File: src/rtl/morse_symbol_sequencer_pkg.sv
// Shared types and defaults for the Morse symbol sequencer: frame layout,
// sequencer states and the release-gap thresholds at a 100 kHz tick.
package morse_pkg;

  localparam int unsigned GAP_CNT_W       = 18;
  localparam int unsigned FRAME_SYMS      = 6;
  localparam int unsigned DEF_CHAR_GAP_TH = 60000;
  localparam int unsigned DEF_WORD_GAP_TH = 140000;

  typedef struct packed {
    logic [5:0] bits;
    logic [2:0] len;
    logic       err;
    logic       space;
  } morse_frame_t;

  typedef enum logic [1:0] {
    IDLE      = 2'd0,
    COLLECT   = 2'd1,
    WAIT_WORD = 2'd2
  } morse_state_t;

  // A word break carries no symbols, only the space marker.
  function automatic morse_frame_t spaceFrame();
    morse_frame_t f;
    f       = '0;
    f.space = 1'b1;
    return f;
  endfunction

endpackage

File: src/rtl/morse_symbol_sequencer_if.sv
// Valid/ready stream of completed Morse frames toward the character decoder.
interface morse_symbol_sequencer_if;

  logic       out_valid;
  logic       out_ready;
  logic [5:0] out_bits;
  logic [2:0] out_len;
  logic       out_space;
  logic       out_err;

  modport master (
    output out_valid,
    output out_bits,
    output out_len,
    output out_space,
    output out_err,
    input  out_ready
  );

  modport slave (
    input  out_valid,
    input  out_bits,
    input  out_len,
    input  out_space,
    input  out_err,
    output out_ready
  );

endinterface

File: src/rtl/morse_symbol_sequencer_fifo.sv
// Two-entry first-word-fall-through frame queue; entry0 is always the head,
// so the head outputs come straight from a register.
module morse_frame_fifo
  import morse_pkg::*;
(
  input  logic         clk,
  input  logic         rst_n,
  input  logic         push_i,
  input  morse_frame_t pushData_i,
  input  logic         pop_i,
  output morse_frame_t head_o,
  output logic         full_o,
  output logic         empty_o
);

  logic [1:0]   count_q;
  morse_frame_t entry0_q;
  morse_frame_t entry1_q;
  logic         popEn;

  always_comb begin
    popEn = pop_i && (count_q != 2'd0);
  end

  // A push into a full queue without a simultaneous pop is silently ignored.
  always_ff @(posedge clk or negedge rst_n) begin
    if (!rst_n) begin
      count_q  <= 2'd0;
      entry0_q <= '0;
      entry1_q <= '0;
    end else begin
      case ({push_i, popEn})
        2'b11: begin
          if (count_q == 2'd1) begin
            entry0_q <= pushData_i;
          end else begin
            entry0_q <= entry1_q;
            entry1_q <= pushData_i;
          end
        end
        2'b01: begin
          if (count_q == 2'd2) begin
            entry0_q <= entry1_q;
          end else begin
            entry0_q <= '0;
          end
          entry1_q <= '0;
          count_q  <= count_q - 2'd1;
        end
        2'b10: begin
          if (count_q == 2'd0) begin
            entry0_q <= pushData_i;
            count_q  <= 2'd1;
          end else if (count_q == 2'd1) begin
            entry1_q <= pushData_i;
            count_q  <= 2'd2;
          end
        end
        default: begin
        end
      endcase
    end
  end

  assign head_o  = entry0_q;
  assign full_o  = (count_q == 2'd2);
  assign empty_o = (count_q == 2'd0);

endmodule

File: src/rtl/morse_symbol_sequencer.sv
// Assembles classified dot/dash pulses into character frames, times release
// gaps to close characters and emit word breaks, and queues the frames.
module morse_symbol_sequencer
  import morse_pkg::*;
#(
  parameter int unsigned CHAR_GAP_TH = DEF_CHAR_GAP_TH,
  parameter int unsigned WORD_GAP_TH = DEF_WORD_GAP_TH,
  parameter int unsigned MAX_SYMS    = FRAME_SYMS
) (
  input  logic                      clk,
  input  logic                      rst_n,
  input  logic                      btn_in,
  input  logic                      sym_valid,
  input  logic                      sym_is_long,
  morse_symbol_sequencer_if.master  out_if,
  output logic                      ovf,
  input  logic                      ovf_clr
);

  localparam logic [GAP_CNT_W-1:0] CHAR_TH = GAP_CNT_W'(CHAR_GAP_TH);
  localparam logic [GAP_CNT_W-1:0] WORD_TH = GAP_CNT_W'(WORD_GAP_TH);
  localparam logic [GAP_CNT_W-1:0] GAP_MAX = '1;
  localparam logic [2:0]           MAX_LEN = 3'(MAX_SYMS);

  morse_state_t         state_q;
  logic [GAP_CNT_W-1:0] gapCnt_q;
  logic [GAP_CNT_W-1:0] gapCnt_d;
  logic [5:0]           bits_q;
  logic [2:0]           len_q;
  logic                 err_q;
  logic                 ovf_q;

  logic                 charClose;
  logic                 wordClose;
  logic                 pushValid;
  morse_frame_t         pushFrame;
  morse_frame_t         headFrame;
  logic                 fifoFull;
  logic                 fifoEmpty;
  logic                 dropFrame;

  always_comb begin
    gapCnt_d = gapCnt_q;
    if (sym_valid || btn_in) begin
      gapCnt_d = '0;
    end else if (gapCnt_q != GAP_MAX) begin
      gapCnt_d = gapCnt_q + 1'b1;
    end
  end

  // A symbol arriving on the threshold cycle keeps the character open.
  always_comb begin
    charClose = (state_q == COLLECT)   && !sym_valid && (gapCnt_q == CHAR_TH);
    wordClose = (state_q == WAIT_WORD) && !sym_valid && (gapCnt_q == WORD_TH);
    pushValid = charClose || wordClose;
    pushFrame = '0;
    if (charClose) begin
      pushFrame.bits = bits_q;
      pushFrame.len  = len_q;
      pushFrame.err  = err_q;
    end else if (wordClose) begin
      pushFrame = spaceFrame();
    end
  end

  always_ff @(posedge clk or negedge rst_n) begin
    if (!rst_n) begin
      state_q  <= IDLE;
      gapCnt_q <= '0;
      bits_q   <= '0;
      len_q    <= '0;
      err_q    <= 1'b0;
    end else begin
      gapCnt_q <= gapCnt_d;
      case (state_q)
        IDLE, WAIT_WORD: begin
          if (sym_valid) begin
            bits_q  <= {5'b0, sym_is_long};
            len_q   <= 3'd1;
            err_q   <= 1'b0;
            state_q <= COLLECT;
          end else if (wordClose) begin
            state_q <= IDLE;
          end
        end
        COLLECT: begin
          if (sym_valid) begin
            if (len_q < MAX_LEN) begin
              bits_q[len_q] <= sym_is_long;
              len_q         <= len_q + 3'd1;
            end else begin
              err_q <= 1'b1;
            end
          end else if (charClose) begin
            bits_q  <= '0;
            len_q   <= '0;
            err_q   <= 1'b0;
            state_q <= WAIT_WORD;
          end
        end
        default: begin
          state_q <= IDLE;
        end
      endcase
    end
  end

  // A full queue pops exactly when downstream is ready, so that is the only escape.
  assign dropFrame = pushValid && fifoFull && !out_if.out_ready;

  always_ff @(posedge clk or negedge rst_n) begin
    if (!rst_n) begin
      ovf_q <= 1'b0;
    end else if (dropFrame) begin
      ovf_q <= 1'b1;
    end else if (ovf_clr) begin
      ovf_q <= 1'b0;
    end
  end

  morse_frame_fifo u_fifo (
    .clk        (clk),
    .rst_n      (rst_n),
    .push_i     (pushValid),
    .pushData_i (pushFrame),
    .pop_i      (out_if.out_ready),
    .head_o     (headFrame),
    .full_o     (fifoFull),
    .empty_o    (fifoEmpty)
  );

  assign out_if.out_valid = !fifoEmpty;
  assign out_if.out_bits  = headFrame.bits;
  assign out_if.out_len   = headFrame.len;
  assign out_if.out_space = headFrame.space;
  assign out_if.out_err   = headFrame.err;
  assign ovf              = ovf_q;

endmodule

File: src/flat_wrapper.sv
// flat-port wrapper written by rule: the top's interface ports become plain ports
module morse_symbol_sequencer_flat import morse_pkg::*;
#(
  parameter int unsigned CHAR_GAP_TH = DEF_CHAR_GAP_TH,
  parameter int unsigned WORD_GAP_TH = DEF_WORD_GAP_TH,
  parameter int unsigned MAX_SYMS    = FRAME_SYMS
)
  (clk, rst_n, btn_in, sym_valid, sym_is_long, ovf, ovf_clr, out_if_out_valid, out_if_out_bits, out_if_out_len, out_if_out_space, out_if_out_err, out_if_out_ready);
  morse_symbol_sequencer_if out_if_i ();
  input  logic clk;
  input  logic rst_n;
  input  logic btn_in;
  input  logic sym_valid;
  input  logic sym_is_long;
  output logic ovf;
  input  logic ovf_clr;
  output wire logic [$bits(out_if_i.out_valid)-1:0] out_if_out_valid;
  output wire logic [$bits(out_if_i.out_bits)-1:0] out_if_out_bits;
  output wire logic [$bits(out_if_i.out_len)-1:0] out_if_out_len;
  output wire logic [$bits(out_if_i.out_space)-1:0] out_if_out_space;
  output wire logic [$bits(out_if_i.out_err)-1:0] out_if_out_err;
  input wire logic [$bits(out_if_i.out_ready)-1:0] out_if_out_ready;
  assign out_if_out_valid = out_if_i.out_valid;
  assign out_if_out_bits = out_if_i.out_bits;
  assign out_if_out_len = out_if_i.out_len;
  assign out_if_out_space = out_if_i.out_space;
  assign out_if_out_err = out_if_i.out_err;
  assign out_if_i.out_ready = out_if_out_ready;
  morse_symbol_sequencer #(.CHAR_GAP_TH(CHAR_GAP_TH), .WORD_GAP_TH(WORD_GAP_TH), .MAX_SYMS(MAX_SYMS)) u_core (.clk(clk), .rst_n(rst_n), .btn_in(btn_in), .sym_valid(sym_valid), .sym_is_long(sym_is_long), .out_if(out_if_i), .ovf(ovf), .ovf_clr(ovf_clr));
endmodule
File: config.mk
export PLATFORM = sky130hd
export DESIGN_NAME = morse_symbol_sequencer_flat
export DESIGN_NICKNAME = d
export VERILOG_FILES = /design/src/rtl/morse_symbol_sequencer_pkg.sv /design/src/rtl/morse_symbol_sequencer_if.sv /design/src/rtl/morse_symbol_sequencer_fifo.sv /design/src/rtl/morse_symbol_sequencer.sv /design/src/flat_wrapper.sv
export SDC_FILE = /design/constraint.sdc
export NUM_CORES = 1
export LEC_CHECK = 0
export CORE_MARGIN = 2
export CORE_UTILIZATION = 59
export CTS_CLUSTER_DIAMETER = 50
export DETAILED_ROUTE_END_ITERATION = 8
export PLACE_DENSITY_LB_ADDON = 0.08
export SYNTH_ARGS = -nofsm -noshare
export SYNTH_HDL_FRONTEND = slang
export SYNTH_SLANG_ARGS = --single-unit
File: constraint.sdc
create_clock -name clk -period 3.42 [get_ports clk]
set_input_delay 0.684 -clock clk [delete_from_list [all_inputs] [get_ports clk]]
set_output_delay 0.684 -clock clk [all_outputs]
set_load 0.02 [all_outputs]
### Yosys cells after proc, flatten, opt, wreduce, memory -nomap -nowiden

Index checks and enable logic that the tools add are counted.

| storage, ports and cells | value |
|---|---|
| flip-flop bits (word level) | 55 |
| input port bits | 7 |
| output and inout port bits | 13 |
| logic and storage cells | 110 |

| operators by class | value |
|---|---|
| add/sub/neg operators | 3 |
| order comparisons | 3 |
| eq/ne operators | 21 |
| muxes and demuxes | 40 |
| reductions and logical operators | 28 |

Operator list:

| operator | number |
|---|---|
| case mux 11 bit (3 select lines) | 2 |
| two-way mux 11 bit | 5 |
| two-way mux 18 bit | 2 |
| two-way mux 6 bit | 4 |
| adder 18 x 1 -> 18 bit (second input constant) | 1 |
| equality test 18 x 16 -> 1 bit (second input constant) | 1 |
| equality test 18 bit (second input constant) | 1 |
| inequality test 18 bit (second input constant) | 1 |
| two-way mux 2 bit | 6 |
| two-way mux 3 bit | 4 |
| case mux 6 bit (2 select lines) | 1 |
| two-way mux 10 bit | 1 |
| nonzero test 2 bit | 5 |
| two-way mux 1 bit | 9 |
| inequality test 3 x 2 -> 1 bit (second input constant) | 3 |
| equality test 2 bit (second input constant) | 4 |
| logical AND 1 bit | 8 |
| inequality test 2 bit (second input constant) | 4 |
| case mux 2 bit (2 select lines) | 2 |
| AND reduction 4 bit | 2 |
| bitwise mux 6 bit | 1 |
| equality test 2 x 1 -> 1 bit (second input constant) | 3 |
| inequality test 3 bit (second input constant) | 2 |
| case mux 3 bit (2 select lines) | 1 |
| other kinds (15) | 22 |

### Depth between registers and ports, before layout

| logic depth | value |
|---|---|
| word-level depth | 8 |
| depth in mapped cells | 13 |
| mapped depth without buffers | 12 |

### By module

From an unflattened synthesis, not the netlist that was laid out.

| second synthesis, totals | value |
|---|---|
| cell total of the unflattened synthesis | 362 |
| area, all modules | 3319.4 um2 |

By module, submodules not included:

| module | times used | cells each | area an instance (um2) | sequential area each (um2) |
|---|---|---|---|---|
| morse_symbol_sequencer | 1 | 212 | 1908.1 | 775.7 |
| morse_frame_fifo | 1 | 150 | 1411.4 | 600.6 |

### Least setup slack after synthesis

OpenSTA, ideal clock, no wires.

| path | value |
|---|---|
| kind | register to register |
| start | reg u_core.gapCnt_q[0] |
| end | reg u_core.u_fifo.entry0_q, in the netlist u_core.u_fifo.head_o[4] |
| library setup time | 0.128 ns |
| arrival | 2.662 ns |
| required time | 3.292 ns |
| path slack | 0.631 ns |
| stages on the path, launching flop included | 12 |
| buffers on the path | 2 |
| clock period less this slack | 2.789 ns |
| cell sequence | dfrtp_1 > inv_1 > ha_1 > and4bb_2 > nand4_4 > a211oi_2 > ha_1 > clkbuf_1 > mux2i_1 > clkbuf_1 > a22o_1 > mux2_1 |

| between the ends | value |
|---|---|
| longest elaborated chain between the ends | 6 |
| elaborated cells on any way between the ends | 15 |
| those cells by class | eq/ne: 6; mux: 4; reduce/logical: 5 |

RTL lines:

| element | line | text |
|---|---|---|
| start: declaration | morse_symbol_sequencer.sv:26 | `logic [GAP_CNT_W-1:0] gapCnt_q;` |
| start signal: assignment | morse_symbol_sequencer.sv:74 | `gapCnt_q <= gapCnt_d;` |
| equality test 18 x 16 -> 1 bit / equality test 18 bit (equally long branches) | morse_symbol_sequencer.sv:53, morse_symbol_sequencer.sv:54 |  |
| logical AND 1 bit (on tied branches) | morse_symbol_sequencer.sv:53, morse_symbol_sequencer.sv:54 |  |
| logical OR 1 bit | morse_symbol_sequencer.sv:55 | `pushValid = charClose \|\| wordClose;` |
| equality test 2 bit / equality test 2 x 1 -> 1 bit (equally long branches) | morse_symbol_sequencer_fifo.sv:32 | `case ({push_i, popEn})` |
| inequality test 2 x 1 -> 1 bit (no line) / nonzero test 3 bit (equally long branches) | - |  |
| AND reduction 2 bit (no line) | - |  |
| end signal: assignment | morse_symbol_sequencer_fifo.sv:35 | `entry0_q <= pushData_i;` |
| end signal: assignment | morse_symbol_sequencer_fifo.sv:37 | `entry0_q <= entry1_q;` |
| end signal: assignment | morse_symbol_sequencer_fifo.sv:43 | `entry0_q <= entry1_q;` |
| end: declaration | morse_symbol_sequencer_fifo.sv:17 | `morse_frame_t entry0_q;` |

Several ways; a longest one is shown, not always the timed one. The select of a mux whose other input is x is not followed.
A chain may end at the register's enable or synchronous reset.

### Worst setup path after layout

Ends and elaborated chain as after synthesis.

==> summary.md <==
| Metric | Value |
|---|---|
| DP Worst Slack | 0.231 ns |
| Count of different cell masters after synthesis | 55 |
| Final ANT Viol Nets | 0 |
| Highest metal used | met4 |
| Wire length on met1 | 2.99 mm |
| Worst path arrival time | 3.38 ns |
| Ys async rst share | 100% |
| Slew HR | 53.8% |
| Max Clk Rate | 0.315 GHz |
| Net Sw Power | 0.556 mW |
| Power share of the combinational group | 23.6% |
| Synth Area in Compound Gates | 17.9% |
| Mean post-synth cell area | 10.5 sq um |
| Period minus WS final | 3.18 ns |
| CORE AREA | 5070 sq um |
| Max-cap viol count | 0 |
| Syn Inst Count | 293 |
| Overall power | 1.57 mW |
| CTS Sinks | 55 |
| CP required | 3.62 ns |
| Worst Hold Class | input port to asynchronous set/reset pin |
| Final Cell Area | 3410 sq um |
| Period utilization | 92.9% |
| Clock power frac | 24.0% |
| Sequential share of power | 52.4% |
| Area after DPL | 3300 sq um |
| WL/cell | 16.4 um |
| Switching Share | 35.4% |
| RSZ-0062 raised after global routing | true |
| Layout cells sized above 1 | 14.2% |
| Clock root buffer | clkbuf_8 |
| Initial Utilization | 60.5% |
| Nets@finish | 325 |
| Worst-Skew Late Latency | 0.31 ns |
| Placed insts | 370 |
| # rows | 26 |
| Area grow syn2layout | 11.1% |
| Final setup vio count | 0 |
| Worst-margin pin slew | 0.688 ns |
| Met2 wire len | 2.90 mm |
| GRT Overall Usage | 23.5% |
| Final setup margin | 0.244 ns |
| Yosys reg bits | 55 |
| Die Wd | 76.1 um |
| CP max FO | 12 |
| Max rail drop VDD | 365 uV |
| Iter 0 DRT Violations | 116 |
| Crit end category | flip-flop |
| Pwr Density | 461 nW/um^2 |
| Post-synthesis sequential area ratio | 44.8% |
| Vias in the first global route | 2215 |
| Post-Synth Adder-Cell Area | 4.08% |
| CTS Buf Count | 5 |
| Die Area | 5800 sq um |
| Number of synthesized flops with an enable pin | 0 |
| Synth top area cells | dfrtp_1, a22o_1, ha_1 |
| Drc violations | 0 |
| Hpwl dp | 4.54 mm |
| Status | completed |
| Synth area leader | dfrtp_1 |
| Pre-antenna DRT Iters | 4 |
| CP Launch Type | flip-flop |
| Metal3 WL | 259 um |
| I/O pin count | 20 |
| Antenna Cells | 0 |
| Die height | 76.1 um |
| First-pass GRT wire length | 11.2 mm |
| Crit path kind | flip-flop to flip-flop |
| Synthesis Warnings | 0 |
| Syn Nets | 310 |
| FF-to-FF setup slack | 0.24 ns |
| H-tree levels | 2 |
| Clock slew seen by the registers of the worst setup and hold paths | 0.10 ns |
| CTS tree | built |
| Final Util | 67.2% |
| Slew Viols, Final | 0 |
| Total gr overflow | 0 |
| Largest net degree at the start of global routing | 35 |
| Largest family of logic cells by synthesized area | simple AND/OR/NAND/NOR gates |
| P_int | 1.02 mW |
| I/O Buffers | 19 |
| Post-Route WL | 6.22 mm |
| Max clock buf depth | 2 |
| Leakage | 1.45 nW |
| Fraction of synthesized area in multiplexers | 6.36% |
| Post-Synth XOR/XNOR Area | 3.42% |
| Vias per cell | 6.21 |
| Post-Synth Simple-Gate Area | 19.2% |
| Final hold vios | 0 |
| Finished Layout Cells | 379 |
| Via Count | 2354 |
| Initial antenna violation count | 0 |
| Skew final | 0.00573 ns |
| GP Congestion | 0.865 |
| Top-area cell type share of the netlist area | 44.8% |
| Post-synthesis cell area | 3070 sq um |
| Synth Flop Type | dfrtp_1 |
## sequential cells by signal, indices dropped and copies added (netlist names)
register / count
u_core.gapCnt_q: 18
u_core.u_fifo.entry1_q: 11
u_core.u_fifo.head_o: 11
u_core.bits_q: 6
u_core.len_q: 3
u_core.state_q: 2
u_core.u_fifo.count_q: 2
u_core.err_q: 1
u_core.ovf: 1
## cells in the mapped netlist (all sizes together), types with 9 or more instances
library cell  number
inv               15
mux2              12
clkbuf            12
ha                10
nand4             10
a21oi             12
o21ai              9
nor2              17
nand2             18
a22o              20
dfrtp             55
## placed cells by master, fill, tap and decap left out, types with 6 or more instances in the layout
| cell | count |
|---|---|
| dfrtp_1 | 55 |
| a22o_1 | 20 |
| nand2_1 | 18 |
| clkdlybuf4s50_1 | 18 |
| nor2_1 | 17 |
| inv_1 | 15 |
| a21oi_1 | 12 |
| mux2_2 | 10 |
| nand4_1 | 9 |
| ha_1 | 9 |
| xor2_1 | 8 |
| nor3_1 | 8 |
| o21ai_0 | 8 |
| nand3_1 | 7 |
| o2111ai_1 | 6 |
## logic make-up after synthesis
logic type	after synthesis
flops	55
buf+inv	31
fa+ha+maj	10
xor+xnor	12
simple gates	96
compound gates	71
mux	18
## metal layers
layer / global-route usage, % / vias to the layer above
met5: 0 / -
li1: - / 1116
met1: 35.5 / 1162
met3: 3.44 / 6
met4: 5.82 / 0
met2: 36.0 / 70
## area by class of cell
type                    count  area, sq um
fillers                   434         1670
clock inverters             3         25.0
multi-input cells         207         1570
clock buffers               5         68.8
repair buffers             24          223
inverters                  15         56.3
flip-flops and latches     55         1380
well taps                  70         87.6
## final timing paths
path | start | endpoint | cells past startpoint
max | u_core.gapCnt_q[0] | u_core.u_fifo.head_o[4] | 12
min | rst_n | u_core.ovf | 1
max reg2reg | u_core.gapCnt_q[0] | u_core.u_fifo.head_o[4] | 12
min reg2reg | u_core.u_fifo.head_o[4] | u_core.u_fifo.head_o[4] | 1
max in group asynchronous | rst_n | u_core.gapCnt_q[13] | 2
min in group clk | u_core.u_fifo.head_o[4] | u_core.u_fifo.head_o[4] | 1
## power by group through the flow
| stage | Sequential (mW) | Clock, mW | Combinational [mW] |
|---|---|---|---|
| after detailed placement | 0.834 | 0 | 0.366 |
| after CTS | 0.821 | 0.386 | 0.367 |
| after global routing | 0.839 | 0.413 | 0.416 |
| final | 0.824 | 0.376 | 0.371 |
| after global placement | 0.829 | 0 | 0.355 |
| after floorplan | 0.774 | 0 | 0.319 |
## worst max-delay path: stages (launching register included)
cell      delay, ns
dfrtp_1        0.44
inv_1          0.11
ha_1           0.19
and4bb_2       0.26
nand4_4        0.18
a211oi_2       0.35
ha_2           0.35
nand2b_1       0.17
a21boi_1       0.31
nor4_4         0.08
buf_4          0.18
a22o_1         0.17
mux2_1         0.27
## timing repair
| item | CTS | global route |
|---|---|---|
| setup buffers | 0 | 1 |
| endpoints found under the setup margin | 0 | 14 |
| hold buffers | 0 | 0 |
| resized for setup | 0 | 3 |
| hold endpoints to repair | 0 | 0 |
## stage by stage
step                hold slack, ns  setup TNS [ns]
global route                 0.363         -0.0205
global placement             0.485               0
finish                       0.328               0
CTS                          0.341               0
floorplan                    0.388               0
detailed placement           0.490               0
Note: power is estimated with default switching activity, not from simulation.
